`src/rtl/ssd_pkg.sv`:
```
// Shared types and constants for the seven-segment digit sequencer.
package ssd_pkg;

    localparam int unsigned SEL_W      = 3;
    localparam int unsigned MAX_DIGITS = 8;

    typedef logic [SEL_W-1:0] sel_t;

    typedef enum logic [1:0] {
        StIdle,
        StRun,
        StPaused
    } state_e;

    typedef struct packed {
        sel_t sel;
        logic wrapped;
    } step_t;

    // One up/down step within 0..last, flagging when the range end is crossed.
    function automatic step_t next_sel(input sel_t cur, input logic down, input sel_t last);
        step_t res;
        if (down) begin
            res.wrapped = (cur == '0);
            res.sel     = res.wrapped ? last : cur - sel_t'(1);
        end else begin
            res.wrapped = (cur == last);
            res.sel     = res.wrapped ? '0 : cur + sel_t'(1);
        end
        return res;
    endfunction

endpackage

```
`src/rtl/ssd_tick_gen.sv`:
```
// Prescaler: counts 0..TICK_DIV-1 while enabled and pulses tick_o on the last count.
module ssd_tick_gen #(
    parameter int unsigned TICK_DIV = 50000000
) (
    input  logic clk,
    input  logic rst_n,
    input  logic en,
    input  logic clr,
    output logic tick_o
);

    localparam int unsigned CntW = $clog2(TICK_DIV);
    localparam logic [CntW-1:0] LastCnt = CntW'(TICK_DIV - 1);

    logic [CntW-1:0] cnt_q, cnt_d;

    assign tick_o = en && (cnt_q == LastCnt);

    always_comb begin
        cnt_d = cnt_q;
        if (clr) begin
            cnt_d = '0;
        end else if (en) begin
            cnt_d = tick_o ? '0 : cnt_q + CntW'(1);
        end
    end

    always_ff @(posedge clk or negedge rst_n) begin
        if (!rst_n) begin
            cnt_q <= '0;
        end else begin
            cnt_q <= cnt_d;
        end
    end

endmodule

```
`src/rtl/ssd_digit_sequencer.sv`:
```
// Steps a digit index for a multiplexed SSD decoder, with start/pause/single-step
// control and an optional stop at the end of the digit range.
module ssd_digit_sequencer
    import ssd_pkg::*;
#(
    parameter int unsigned TICK_DIV   = 50000000,
    parameter int unsigned NUM_DIGITS = 8,
    parameter int unsigned LOOP       = 1
) (
    input  logic             clk,
    input  logic             rst_n,
    input  logic             start,
    input  logic             pause,
    input  logic             step,
    input  logic             dir,
    output logic [SEL_W-1:0] selector_out,
    output logic             running,
    output logic             tick,
    output logic             wrap_pulse
);

    localparam sel_t LastSel = sel_t'(NUM_DIGITS - 1);

    state_e state_q, state_d;
    sel_t   sel_q, sel_d;
    logic   tick_q, tick_d;
    logic   wrap_q, wrap_d;
    logic   start_q, step_q;

    logic  start_rise, step_rise;
    logic  presc_en, presc_clr, presc_tick;
    logic  do_step;
    step_t nxt;

    ssd_tick_gen #(
        .TICK_DIV (TICK_DIV)
    ) u_tick_gen (
        .clk    (clk),
        .rst_n  (rst_n),
        .en     (presc_en),
        .clr    (presc_clr),
        .tick_o (presc_tick)
    );

    always_comb begin
        start_rise = start & ~start_q;
        step_rise  = step & ~step_q;
        nxt        = next_sel(sel_q, dir, LastSel);
        state_d    = state_q;
        sel_d      = sel_q;
        tick_d     = 1'b0;
        wrap_d     = 1'b0;
        presc_en   = 1'b0;
        presc_clr  = 1'b0;
        do_step    = 1'b0;

        if (start_rise) begin
            state_d   = StRun;
            presc_clr = 1'b1;
            sel_d     = dir ? LastSel : '0;
        end else begin
            unique case (state_q)
                StIdle: presc_clr = 1'b1;
                StRun: begin
                    // Pause outranks a prescaler step landing in the same cycle.
                    if (pause) begin
                        state_d = StPaused;
                    end else begin
                        presc_en = 1'b1;
                        do_step  = presc_tick;
                    end
                end
                StPaused: begin
                    if (!pause) begin
                        state_d = StRun;
                    end else begin
                        do_step = step_rise;
                    end
                end
                default: state_d = StIdle;
            endcase
        end

        if (do_step) begin
            tick_d = 1'b1;
            wrap_d = nxt.wrapped;
            // Without looping, the wrapping step holds the last digit and stops.
            if (nxt.wrapped && (LOOP == 0)) begin
                state_d = StIdle;
            end else begin
                sel_d = nxt.sel;
            end
        end
    end

    always_ff @(posedge clk or negedge rst_n) begin
        if (!rst_n) begin
            state_q <= StIdle;
            sel_q   <= '0;
            tick_q  <= 1'b0;
            wrap_q  <= 1'b0;
            start_q <= 1'b0;
            step_q  <= 1'b0;
        end else begin
            state_q <= state_d;
            sel_q   <= sel_d;
            tick_q  <= tick_d;
            wrap_q  <= wrap_d;
            start_q <= start;
            step_q  <= step;
        end
    end

    assign selector_out = sel_q;
    assign running      = (state_q == StRun);
    assign tick         = tick_q;
    assign wrap_pulse   = wrap_q;

endmodule

```
`config.mk`:
```
export PLATFORM = sky130hd
export DESIGN_NAME = ssd_digit_sequencer
export DESIGN_NICKNAME = d
export VERILOG_FILES = /design/src/rtl/ssd_pkg.sv /design/src/rtl/ssd_tick_gen.sv /design/src/rtl/ssd_digit_sequencer.sv
export SDC_FILE = /design/constraint.sdc
export NUM_CORES = 1
export LEC_CHECK = 0
export BUFFER_PORTS_ARGS = -buffer_cell sky130_fd_sc_hd__clkbuf_2
export CORE_ASPECT_RATIO = 0.6
export CORE_UTILIZATION = 54
export DETAILED_ROUTE_END_ITERATION = 12
export HOLD_SLACK_MARGIN = 0.03
export PLACE_DENSITY = 0.72
export SLEW_MARGIN = 20
export SYNTH_ARGS = -nofsm -noshare
export SYNTH_HDL_FRONTEND = slang
export SYNTH_SLANG_ARGS = --single-unit
export TNS_END_PERCENT = 10
```
`constraint.sdc`:
```
create_clock -name clk -period 2.2 [get_ports clk]
set_clock_uncertainty 0.15 [all_clocks]
set_input_delay 0.22 -clock clk [delete_from_list [all_inputs] [get_ports clk]]
set_output_delay 0.22 -clock clk [all_outputs]
set_load 0.01 [all_outputs]
```
# Word level (Yosys, flattened, before mapping)
# Index checks and enable logic that the tools add are counted.
# W data, S select, Z words.
[classes] n_addsub=3 mul=0 div_mod_pow=0 order_cmp=0 n_eq_ne=7 shift=0 muxes=24 bitwise=4 n_reduce_logical=6
[op_table] operator="$mux W26" count=3
[op_table] operator="$add A26 B1 Y26 const B" count=1
[op_table] operator="$eq A26 B26 Y1 const B" count=1
[op_table] operator="$mux W3" count=5
[op_table] operator="$mux W1" count=10
[op_table] operator="$mux W2" count=3
[op_table] operator="$pmux W2 S3" count=1
[op_table] operator="$mux W4" count=1
[op_table] operator="$reduce_bool A2 Y1" count=2
[op_table] operator="$add A3 B1 Y3 const B" count=1
[op_table] operator="$eq A3 B3 Y1 const B" count=1
[op_table] operator="$logic_not A3 Y1" count=1
[op_table] operator="$ne A3 B2 Y1 const B" count=1
[op_table] operator="$ne A3 B3 Y1 const B" count=1
[op_table] operator="$reduce_and A3 Y1" count=1
[op_table] operator="$sub A3 B1 Y3 const B" count=1
[op_table] operator="$and A1 B1 Y1" count=2
[op_table] operator="$eq A2 B1 Y1 const B" count=1
[op_table] operator="$eq A2 B2 Y1 const B" count=1
[op_table] operator="$logic_not A2 Y1" count=1
[op_table] operator="$ne A2 B2 Y1 const B" count=1
[op_table] operator="$not A1 Y1" count=2
[op_table] operator="$pmux W1 S2" count=1
[op_table] operator="$logic_and A1 B1 Y1" count=1
[word_totals] reg_bits=35 latch_bits=0 ram_bits=0 rom_bits=0 inputBits=6 elab_cells=51 memories=0

# Depth between registers and ports, before layout
# Gate-level depths: netlist of run 1.
[depth] word_depth=8 ltp_mapped=9 ltp_nobuf=7

# Hierarchy
# A second synthesis of run 1 with hierarchy kept.
[unflattened] cells_unflattened=214 area_unflattened_um2=2053.2
[modules_own_cells] module="ssd_tick_gen" instances=1 cells_per_inst=157 area_per_inst_um2=1492.7 seq_area_each_um2=650.6
[modules_own_cells] module="ssd_digit_sequencer" instances=1 cells_per_inst=57 area_per_inst_um2=560.5 seq_area_each_um2=225.2

# Worst setup path before layout of run 1
# Ideal clock, no wire load.
[synth_path] kind="flip-flop to flip-flop" from="register state_q[1]" to="register sel_q[0], in the netlist selector_out[0]" setup_time_ps=101 t_arrival_ps=2104 slack_ps=-155 path_stages_with_launch=9 n_path_buf=1 cell_sequence="dfrtp_1 -> inv_1 -> ha_1 -> and2b_2 -> nand3_1 -> or4_1 -> buf_2 -> a21o_1 -> o311ai_2"
[synth_via] elab_chain_cells=8 elab_cells_between_ends=10 classes_between="eq/ne: 2; mux: 6; reduce/logical: 2"
[synth_lines] item="start, declared" line_no="ssd_digit_sequencer.sv:24" source="state_e state_q, state_d;"
[synth_lines] item="start signal, assigned" line_no="ssd_digit_sequencer.sv:98" source="state_q <= StIdle;"
[synth_lines] item="start signal, assigned" line_no="ssd_digit_sequencer.sv:105" source="state_q <= state_d;"
[synth_lines] item="$eq A2 B1 Y1 *"
[synth_lines] item="net running" line_no="ssd_digit_sequencer.sv:17" source="output logic running,"
[synth_lines] item="$mux W1" line_no="ssd_digit_sequencer.sv:62" source="unique case (state_q)"
[synth_lines] item="$mux W1" line_no="ssd_digit_sequencer.sv:57" source="if (start_rise) begin"
[synth_lines] item="$logic_and A1 B1 Y1" line_no="ssd_tick_gen.sv:17" source="assign tick_o = en && (cnt_q == LastCnt);"
[synth_lines] item="$mux W1" line_no="ssd_digit_sequencer.sv:66" source="if (pause) begin"
[synth_lines] item="$pmux W1 S2 *" line_no="ssd_digit_sequencer.sv:62"
[synth_lines] item="$mux W1 *" line_no="ssd_digit_sequencer.sv:57"
[synth_lines] item="$mux W3 or $reduce_bool A2 Y1 (tied branches)"
[synth_lines] item="end signal, assigned" line_no="ssd_digit_sequencer.sv:106" source="sel_q <= sel_d;"
[synth_lines] item="end, declared" line_no="ssd_digit_sequencer.sv:25" source="sel_t sel_q, sel_d;"
# Mark *: on every way through the listed nets, which the timed path passes. The rest lies on a longest branch.
# A chain may end at the register's enable or synchronous reset.

# Worst setup path after layout of run 1
[layout_path] from="register u_tick_gen.cnt_q[16]" to="register sel_q[0], in the netlist selector_out[0]"
[layout_via] elab_chain_cells=6 elab_cells_between_ends=7 classes_between="eq/ne: 1; mux: 4; reduce/logical: 2"
[layout_lines] item="start, declared" line_no="ssd_tick_gen.sv:15" source="logic [CntW-1:0] cnt_q, cnt_d;"
[layout_lines] item="start signal, assigned" line_no="ssd_tick_gen.sv:32" source="cnt_q <= cnt_d;"
[layout_lines] item="$eq A26 B26 Y1 *" line_no="ssd_tick_gen.sv:17"
[layout_lines] item="$logic_and A1 B1 Y1 *" line_no="ssd_tick_gen.sv:17"
[layout_lines] item="$mux W1 *" line_no="ssd_digit_sequencer.sv:66"
[layout_lines] item="$pmux W1 S2 *" line_no="ssd_digit_sequencer.sv:62"
[layout_lines] item="$mux W1 *" line_no="ssd_digit_sequencer.sv:57"
[layout_lines] item="$mux W3 or $reduce_bool A2 Y1 (tied branches)"
# Mark *: on every way between the ends. The rest lies on a longest branch, timed or not.

==> results of run 1 <==
==> area by class of cell <==
class	count	area, µm²
well taps	47	58.8
fillers	303	1110
clock buffers	8	100
multi-input cells	176	1180
repair buffers	46	338
flip-flops and latches	35	876
inverters	11	41.3
==> cells in the final DEF (no fill, tap or decap), types with 4 or more instances in the layout <==
cell | synthesis | final
and3_1 | 9 | 9
and4_1 | 6 | 5
buf_4 | 1 | 31
clkbuf_2 | 0 | 11
clkbuf_8 | 0 | 7
dfrtp_1 | 35 | 35
ha_1 | 8 | 7
inv_1 | 11 | 10
nand2_1 | 14 | 14
nand2b_1 | 5 | 5
nand3_1 | 13 | 12
nand4_1 | 14 | 14
nor2_1 | 28 | 28
nor3_1 | 4 | 4
o21ai_0 | 8 | 8
xnor2_1 | 7 | 7
xor2_1 | 11 | 11
==> metal layers <==
layer,up-vias,share of wire [%]
li1,925,-
met3,9,6.4
met5,-,0
met1,941,53
met2,74,39
met4,0,0.93
==> cell usage after synthesis (6+ instances only) <==
master and number:
inv_1 11, o21ai_0 8, and3_1 9, xor2_1 11
nand2_1 14, nor2_1 28, dfrtp_1 35, and4_1 6
xnor2_1 7, nand4_1 14, ha_1 8, nand3_1 13
==> power by group <==
group	leakage (nW)	internal, mW	total (mW)	switching [mW]
combinational	0.638	0.444	1.05	0.601
sequential	0.473	0.701	0.760	0.0590
clock	0.0515	0.286	0.520	0.235
total	1.16	1.43	2.33	0.895
==> critical path: stages (launching register included) <==
cell and delay, ns:
dfrtp_1 0.39, nor4b_1 0.32, nand4_1 0.14, or4_4 0.56, a21o_1 0.24, o311ai_2 0.20
==> logic make-up after synthesis <==
| kind of cell | Yosys count |
|---|---|
| flops | 35 |
| simple gates | 115 |
| mux | 2 |
| fa+ha+maj | 8 |
| xor+xnor | 18 |
| compound gates | 33 |
| buf+inv | 19 |
==> registers in the layout (all words and copies together) (netlist names) <==
signal and cells:
tick 1, u_tick_gen.cnt_q 26, step_q 1, selector_out 3
wrap_pulse 1, start_q 1, state_q 2
==> per-stage QoR <==
stage | instance area, µm² | TNS (ns) | util [%] | setup WS [ns]
floorplan | 2120 | 0 | - | 0.101
global placement | 2440 | 0 | 66.0 | 0.0410
detailed placement | 2440 | 0 | 66.0 | 0.0325
CTS | 2570 | 0 | 69.5 | 0.0128
global route | 2590 | -0.00126 | 70.0 | -0.00126
finish | 2590 | 0 | 70.0 | 0.115
==> how the worst max path moves through the flow <==
stage                    startpoint         endpoint  slack (ns)  depth (start not counted)
3_3_place_gp   u_tick_gen.cnt_q[16]  selector_out[0]        0.04                          5
6_report       u_tick_gen.cnt_q[16]  selector_out[0]        0.12                          5
2_1_floorplan            state_q[1]  selector_out[0]        0.10                          8
5_1_grt        u_tick_gen.cnt_q[16]  selector_out[0]      -0.001                          5
4_1_cts         u_tick_gen.cnt_q[2]  selector_out[0]        0.01                          5
3_5_place_dp    u_tick_gen.cnt_q[2]  selector_out[0]        0.03                          5
==> what timing repair did <==
action	CTS	global route
setup endpoints to repair	0	26
hold buffers	3	0
endpoints found under the hold margin	37	0
gates resized for setup	0	7
==> flow_metrics.py, run 1 <==
metrics = {
    "detailed_routing": {
        "vias_per_cell": 6.03,
        "drt_iter0_drc": 172,
        "drc": 0,
        "first_pass_iters": 5,
        "ant_nets": 0,
        "wl_per_cell_um": 16.0,
        "vias": 1949,
        "drt-total-wl_mm": 5.16,
    },
    "yosys": {
        "synth-seq-area-share_pct": 41.7,
        "synth_compound_area_share_pct": 11.2,
        "syn_avg_cell_area_um2": 9.13,
        "yosysWarningCount": 0,
        "synthAdderAreaFrac_pct": 4.77,
        "synthesis.instances": 230,
        "synth_xor_area_share_pct": 7.51,
        "yosysTopAreaCell": "dfrtp_1",
        "ys_ff_latch": 35,
        "synth_top_family_by_area": "simple AND/OR/NAND/NOR gates",
        "synth_edf_count": 0,
        "synth_nets": 244,
        "synth_area_leaders": "dfrtp_1 42%, nor2_1 5.0%, ha_1 4.8%",
        "synth_top_area_share_pct": 41.7,
        "synthSimpleGateAreaFrac_pct": 30.2,
        "synth_top_flop_cell": "dfrtp_1",
        "synth_area_um2": 2100,
        "yosysUniqueCellTypes": 46,
        "synth-async-reset-ratio_pct": 100,
        "yosys-mux-area-fraction_pct": 0.954,
    },
    "final_layout": {
        "final_nets": 289,
        "syn2layout_area_growth_pct": 23.4,
        "stdcell_count": 323,
        "n_antenna_cell": 0,
        "layout-drive-gt1-share_pct": 22.5,
    },
    "setup_path": {
        "startpoint_type": "flop",
        "path_class": "flop to flop",
        "critPathMaxFanout": 6,
        "cp-end-kind": "flop",
        "r2r_slack_ns": 0.12,
        "ff2ff_path_depth": 5,
        "worstPathRequired_ns": 2.25,
        "arrival_ns": 2.13,
        "rr_startpoint": "u_tick_gen.cnt_q[16]",
        "r2r_end": "selector_out[0]",
    },
    "cts": {
        "postCtsSetupBuffers": 0,
        "clock_latency_ns": 0.29,
        "clkTransAtPathRegs_ns": 0.07,
        "cts_sinks": 35,
        "cts_buffers": 5,
        "cts_tree": "done",
        "cts-root-buf": "clkbuf_8",
        "clock_path_buffers": 2,
        "htreeDepth": 2,
    },
    "sta": {
        "drv_slew": 0,
        "finalHoldViolations": 0,
        "period_minus_slack_ns": 2.08,
        "setup_viol": 0,
        "relSlewSlack_pct": 41.0,
        "worst_pin_slew_ns": 0.885,
        "post-route-period-util_pct": 94.8,
        "timing.hold.ws_ns": 0.0677,
        "fmax_mhz": 480,
    },
    "pwr": {
        "total_power_mw": 2.33,
        "ir_worst_vdd_v": 0.000898,
        "power_density_nw_per_um2": 898,
        "leakagePower_nw": 1.16,
    },
    "place": {
        "place.gp.congestion": 0.949,
        "place_inst": 312,
        "place_hpwl_mm": 3.74,
        "io_buffers": 11,
    },
    "worst_hold_path": {
        "whs_path_depth": 3,
        "min_to": "state_q[1]",
        "min_path_type": "input port to flop",
        "min_from": "pause",
    },
    "global_route": {
        "met3_usage_pct": 7.09,
        "met1_usage_pct": 44.6,
        "first_global_vias": 1725,
        "grt.busiest_layer": "met1",
        "grt_max_degree": 36,
        "grt_usage_pct": 27.6,
        "grt_use_met2_pct": 34.8,
        "grt_overflow_total": 0,
        "antenna_found_initial": 0,
        "grt_pass1_wl_mm": 8.38,
    },
    "run_status": {
        "status": "complete, no violations",
    },
    "floorplanning": {
        "start_util_pct": 56.7,
        "die_h_um": 50.3,
        "io_pins": 12,
        "row_count": 17,
        "die_w_um": 82.5,
        "core_area_um2": 3700,
        "dieArea_um2": 4150,
    },
    "run": {
        "drv_cap": 0,
    },
}
Power figures use the tool's default switching activity.
==> run 2: changes to the inputs <==
--- a/config.mk
+++ b/config.mk
@@ -5,12 +5,13 @@
 export SDC_FILE = /design/constraint.sdc
 export NUM_CORES = 1
 export LEC_CHECK = 0
+export ABC_AREA = 1
 export BUFFER_PORTS_ARGS = -buffer_cell sky130_fd_sc_hd__clkbuf_2
 export CORE_ASPECT_RATIO = 0.6
-export CORE_UTILIZATION = 54
+export CORE_UTILIZATION = 55
 export DETAILED_ROUTE_END_ITERATION = 12
 export HOLD_SLACK_MARGIN = 0.03
-export PLACE_DENSITY = 0.72
+export PLACE_DENSITY = 0.73
 export SLEW_MARGIN = 20
 export SYNTH_ARGS = -nofsm -noshare
 export SYNTH_HDL_FRONTEND = slang
==> run 2 against run 1 <==
Against the previous run:
- worst setup slack better by 0.081 ns
- worst hold slack gained 0.026 ns
- die area increased by 7.7%
- maximum frequency is 4.0% higher
- sequential share of layout area rose by 0.11 points
- critical path type is now input port to flop
- largest cell class unchanged
- highest routed layer unchanged
==> flow_metrics.py, run 2 <==
metrics = {
    "run_status": {
        "status": "complete, no violations",
    },
    "worst_hold_path": {
        "min_from": "dir",
        "min_to": "selector_out[0]",
        "min_path_type": "input port to flop",
        "whs_path_depth": 3,
    },
    "yosys": {
        "synthTopCellsByCount": "81 x nand2_1, 37 x inv_1, 37 x nor2_1, 35 x dfrtp_1, 29 x nand3_1",
        "syn_avg_cell_area_um2": 7.42,
        "yosysUniqueCellTypes": 34,
        "yosysWarningCount": 0,
        "synth_nets": 325,
        "synth_top_area_share_pct": 37.9,
        "ys_ff_latch": 35,
        "synthesis.instances": 311,
        "synth-async-reset-ratio_pct": 100,
        "synth_edf_count": 0,
        "synth_area_leaders": "dfrtp_1 38%, nand2_1 13%, nand3_1 6.3%",
        "synth_area_um2": 2310,
        "synth_top_flop_cell": "dfrtp_1",
        "synth.most_common_cell": "nand2_1",
        "yosysTopAreaCell": "dfrtp_1",
        "synth-seq-area-share_pct": 37.9,
    },
    "detailed_routing": {
        "vias": 2058,
        "vias_per_cell": 5.29,
        "drt_iter0_drc": 176,
        "ant_nets": 0,
        "drt-total-wl_mm": 5.45,
        "wl_per_cell_um": 14.0,
        "drc": 0,
        "first_pass_iters": 5,
    },
    "cts": {
        "cts-root-buf": "clkbuf_8",
        "htreeDepth": 2,
        "clock_latency_ns": 0.29,
        "postCtsSetupBuffers": 0,
        "cts_sinks": 35,
        "clkTransAtPathRegs_ns": 0.08,
        "cts_tree": "done",
        "cts_buffers": 5,
        "clock_path_buffers": 2,
    },
    "global_route": {
        "grt_overflow_total": 0,
        "grt_max_degree": 36,
        "grt_usage_pct": 27.0,
        "first_global_vias": 1823,
        "antenna_found_initial": 0,
        "grt_pass1_wl_mm": 8.87,
    },
    "setup_path": {
        "cp-end-kind": "flop",
        "worstPathRequired_ns": 2.23,
        "path_class": "input port to flop",
        "rr_startpoint": "state_q[1]",
        "worstPathCellList": "dlygate4sd3_1, clkbuf_2, nand2_4, inv_1, nor2_4, nand2_4, clkinv_2, nor2_4, nand2_1, o21ai_1, nor2_1",
        "startpoint_type": "input port",
        "slowest_stage": "dlygate4sd3_1",
        "critPathMaxFanout": 14,
        "r2r_slack_ns": 0.25,
        "ff2ff_path_depth": 9,
        "cpPeakStageDelay_ns": 0.52,
        "r2r_end": "u_tick_gen.cnt_q[11]",
        "arrival_ns": 2.04,
    },
    "final_layout": {
        "final_nets": 345,
        "final_cell_mix": "81 x nand2_1, 37 x inv_1, 37 x nor2_1",
        "final_cell_area_um2": 2580,
        "n_antenna_cell": 0,
        "syn2layout_area_growth_pct": 11.9,
        "top_register": "u_tick_gen.cnt_q",
        "layout-drive-gt1-share_pct": 15.7,
        "final_common_cell": "nand2_1",
        "largest_reg_flops": 26,
    },
    "floorplanning": {
        "core_area_um2": 3850,
        "dieArea_um2": 4470,
        "io_pins": 12,
        "start_util_pct": 60.0,
        "die_w_um": 85.6,
        "row_count": 17,
        "die_h_um": 52.2,
    },
    "sta": {
        "setup_viol": 0,
        "fmax_mhz": 499,
        "post-route-period-util_pct": 91.1,
        "relSlewSlack_pct": 41.9,
        "drv_slew": 0,
        "finalHoldViolations": 0,
        "period_minus_slack_ns": 2.00,
        "worst_pin_slew_ns": 0.872,
        "rsz0062_at_grt": "no",
        "setup-tns-final_ns": 0,
    },
    "pwr": {
        "total_power_mw": 1.99,
        "leakagePower_nw": 1.18,
        "ir_worst_vdd_v": 0.000495,
        "power_density_nw_per_um2": 769,
    },
    "run": {
        "drv_cap": 0,
    },
    "place": {
        "io_buffers": 11,
        "place.gp.congestion": 0.863,
        "postPlaceCellArea_um2": 2430,
        "place_hpwl_mm": 4.03,
    },
}
-- run 2: cell count changes after synthesis, moves of 6 or more --
cell	previous run	this run
nand2_1	14	81
a21oi_1	3	15
inv_1	11	37
nand3_1	13	29
nor2_1	28	37
and4_1	6	0
xnor2_1	7	0
and3_1	9	0
-- run 2: logic make-up after synthesis --
logic type,share of synthesized area (%)
AND/OR/NAND/NOR,39.9
buffers and inverters,7.70
flip-flops,37.9
AO/OA/AOI/OAI,7.86
adder cells (fa/ha/maj),4.34
XOR/XNOR,2.28
-- run 2: per-layer routing --
| layer | vias to the layer above | GRT usage (%) | share of wire (%) |
|---|---|---|---|
| li1 | 1037 | - | - |
| met4 | 0 | 5.83 | 0.68 |
| met5 | - | 0 | 0 |
| met2 | 87 | 37.3 | 39 |
| met1 | 929 | 42.5 | 54 |
| met3 | 5 | 5.51 | 6.7 |
-- run 2: worst max-delay path, delay by kind of cell --
kind,cells,cell delay (ns)
buf+inv,4,1.02
compound gates,1,0.12
simple gates,6,0.68
-- run 2: worst max path at each step --
stage	startpoint	to	slack, ns	cells after the start
after CTS	start	u_tick_gen.cnt_q[4]	0.14	10
final	start	u_tick_gen.cnt_q[11]	0.20	11
after global routing	start	u_tick_gen.cnt_q[11]	0.07	11
after detailed placement	state_q[1]	u_tick_gen.cnt_q[11]	0.28	9
after floorplan	state_q[1]	u_tick_gen.cnt_q[11]	0.46	9
after global placement	state_q[1]	u_tick_gen.cnt_q[11]	0.34	9
-- run 2: metrics by stage --
step / std cells / util, % / hold WS (ns) / worst slack, ns
after floorplan: 311 / - / -0.226 / 0.458
after global placement: 378 / 63.1 / 0.199 / 0.338
after detailed placement: 378 / 63.1 / 0.200 / 0.279
after CTS: 389 / 66.9 / 0.0867 / 0.139
after global routing: 389 / 67.1 / 0.108 / 0.0739
final: 389 / 67.1 / 0.0940 / 0.196
-- run 2: power by group --
| part | internal [mW] | switching (mW) | total, mW |
|---|---|---|---|
| logic | 0.210 | 0.437 | 0.648 |
| registers | 0.687 | 0.0365 | 0.723 |
| clock network | 0.367 | 0.248 | 0.615 |
| total | 1.26 | 0.722 | 1.99 |
-- run 2: repair_timing --
action,CTS,global route
hold buffers,3,0
gates resized for setup,0,1
endpoints found under the setup margin,0,1
hold endpoints to repair,37,0
-- run 2: final cells by class --
cell class,instances,area [µm²]
Multi-Input combinational cell,231,1260
Inverter,43,165
Sequential cell,35,876
Timing Repair Buffer,15,92.6
Fill cell,329,1270
Clock buffer,6,82.6
Clock inverter,2,35.0
Tap cell,57,71.3
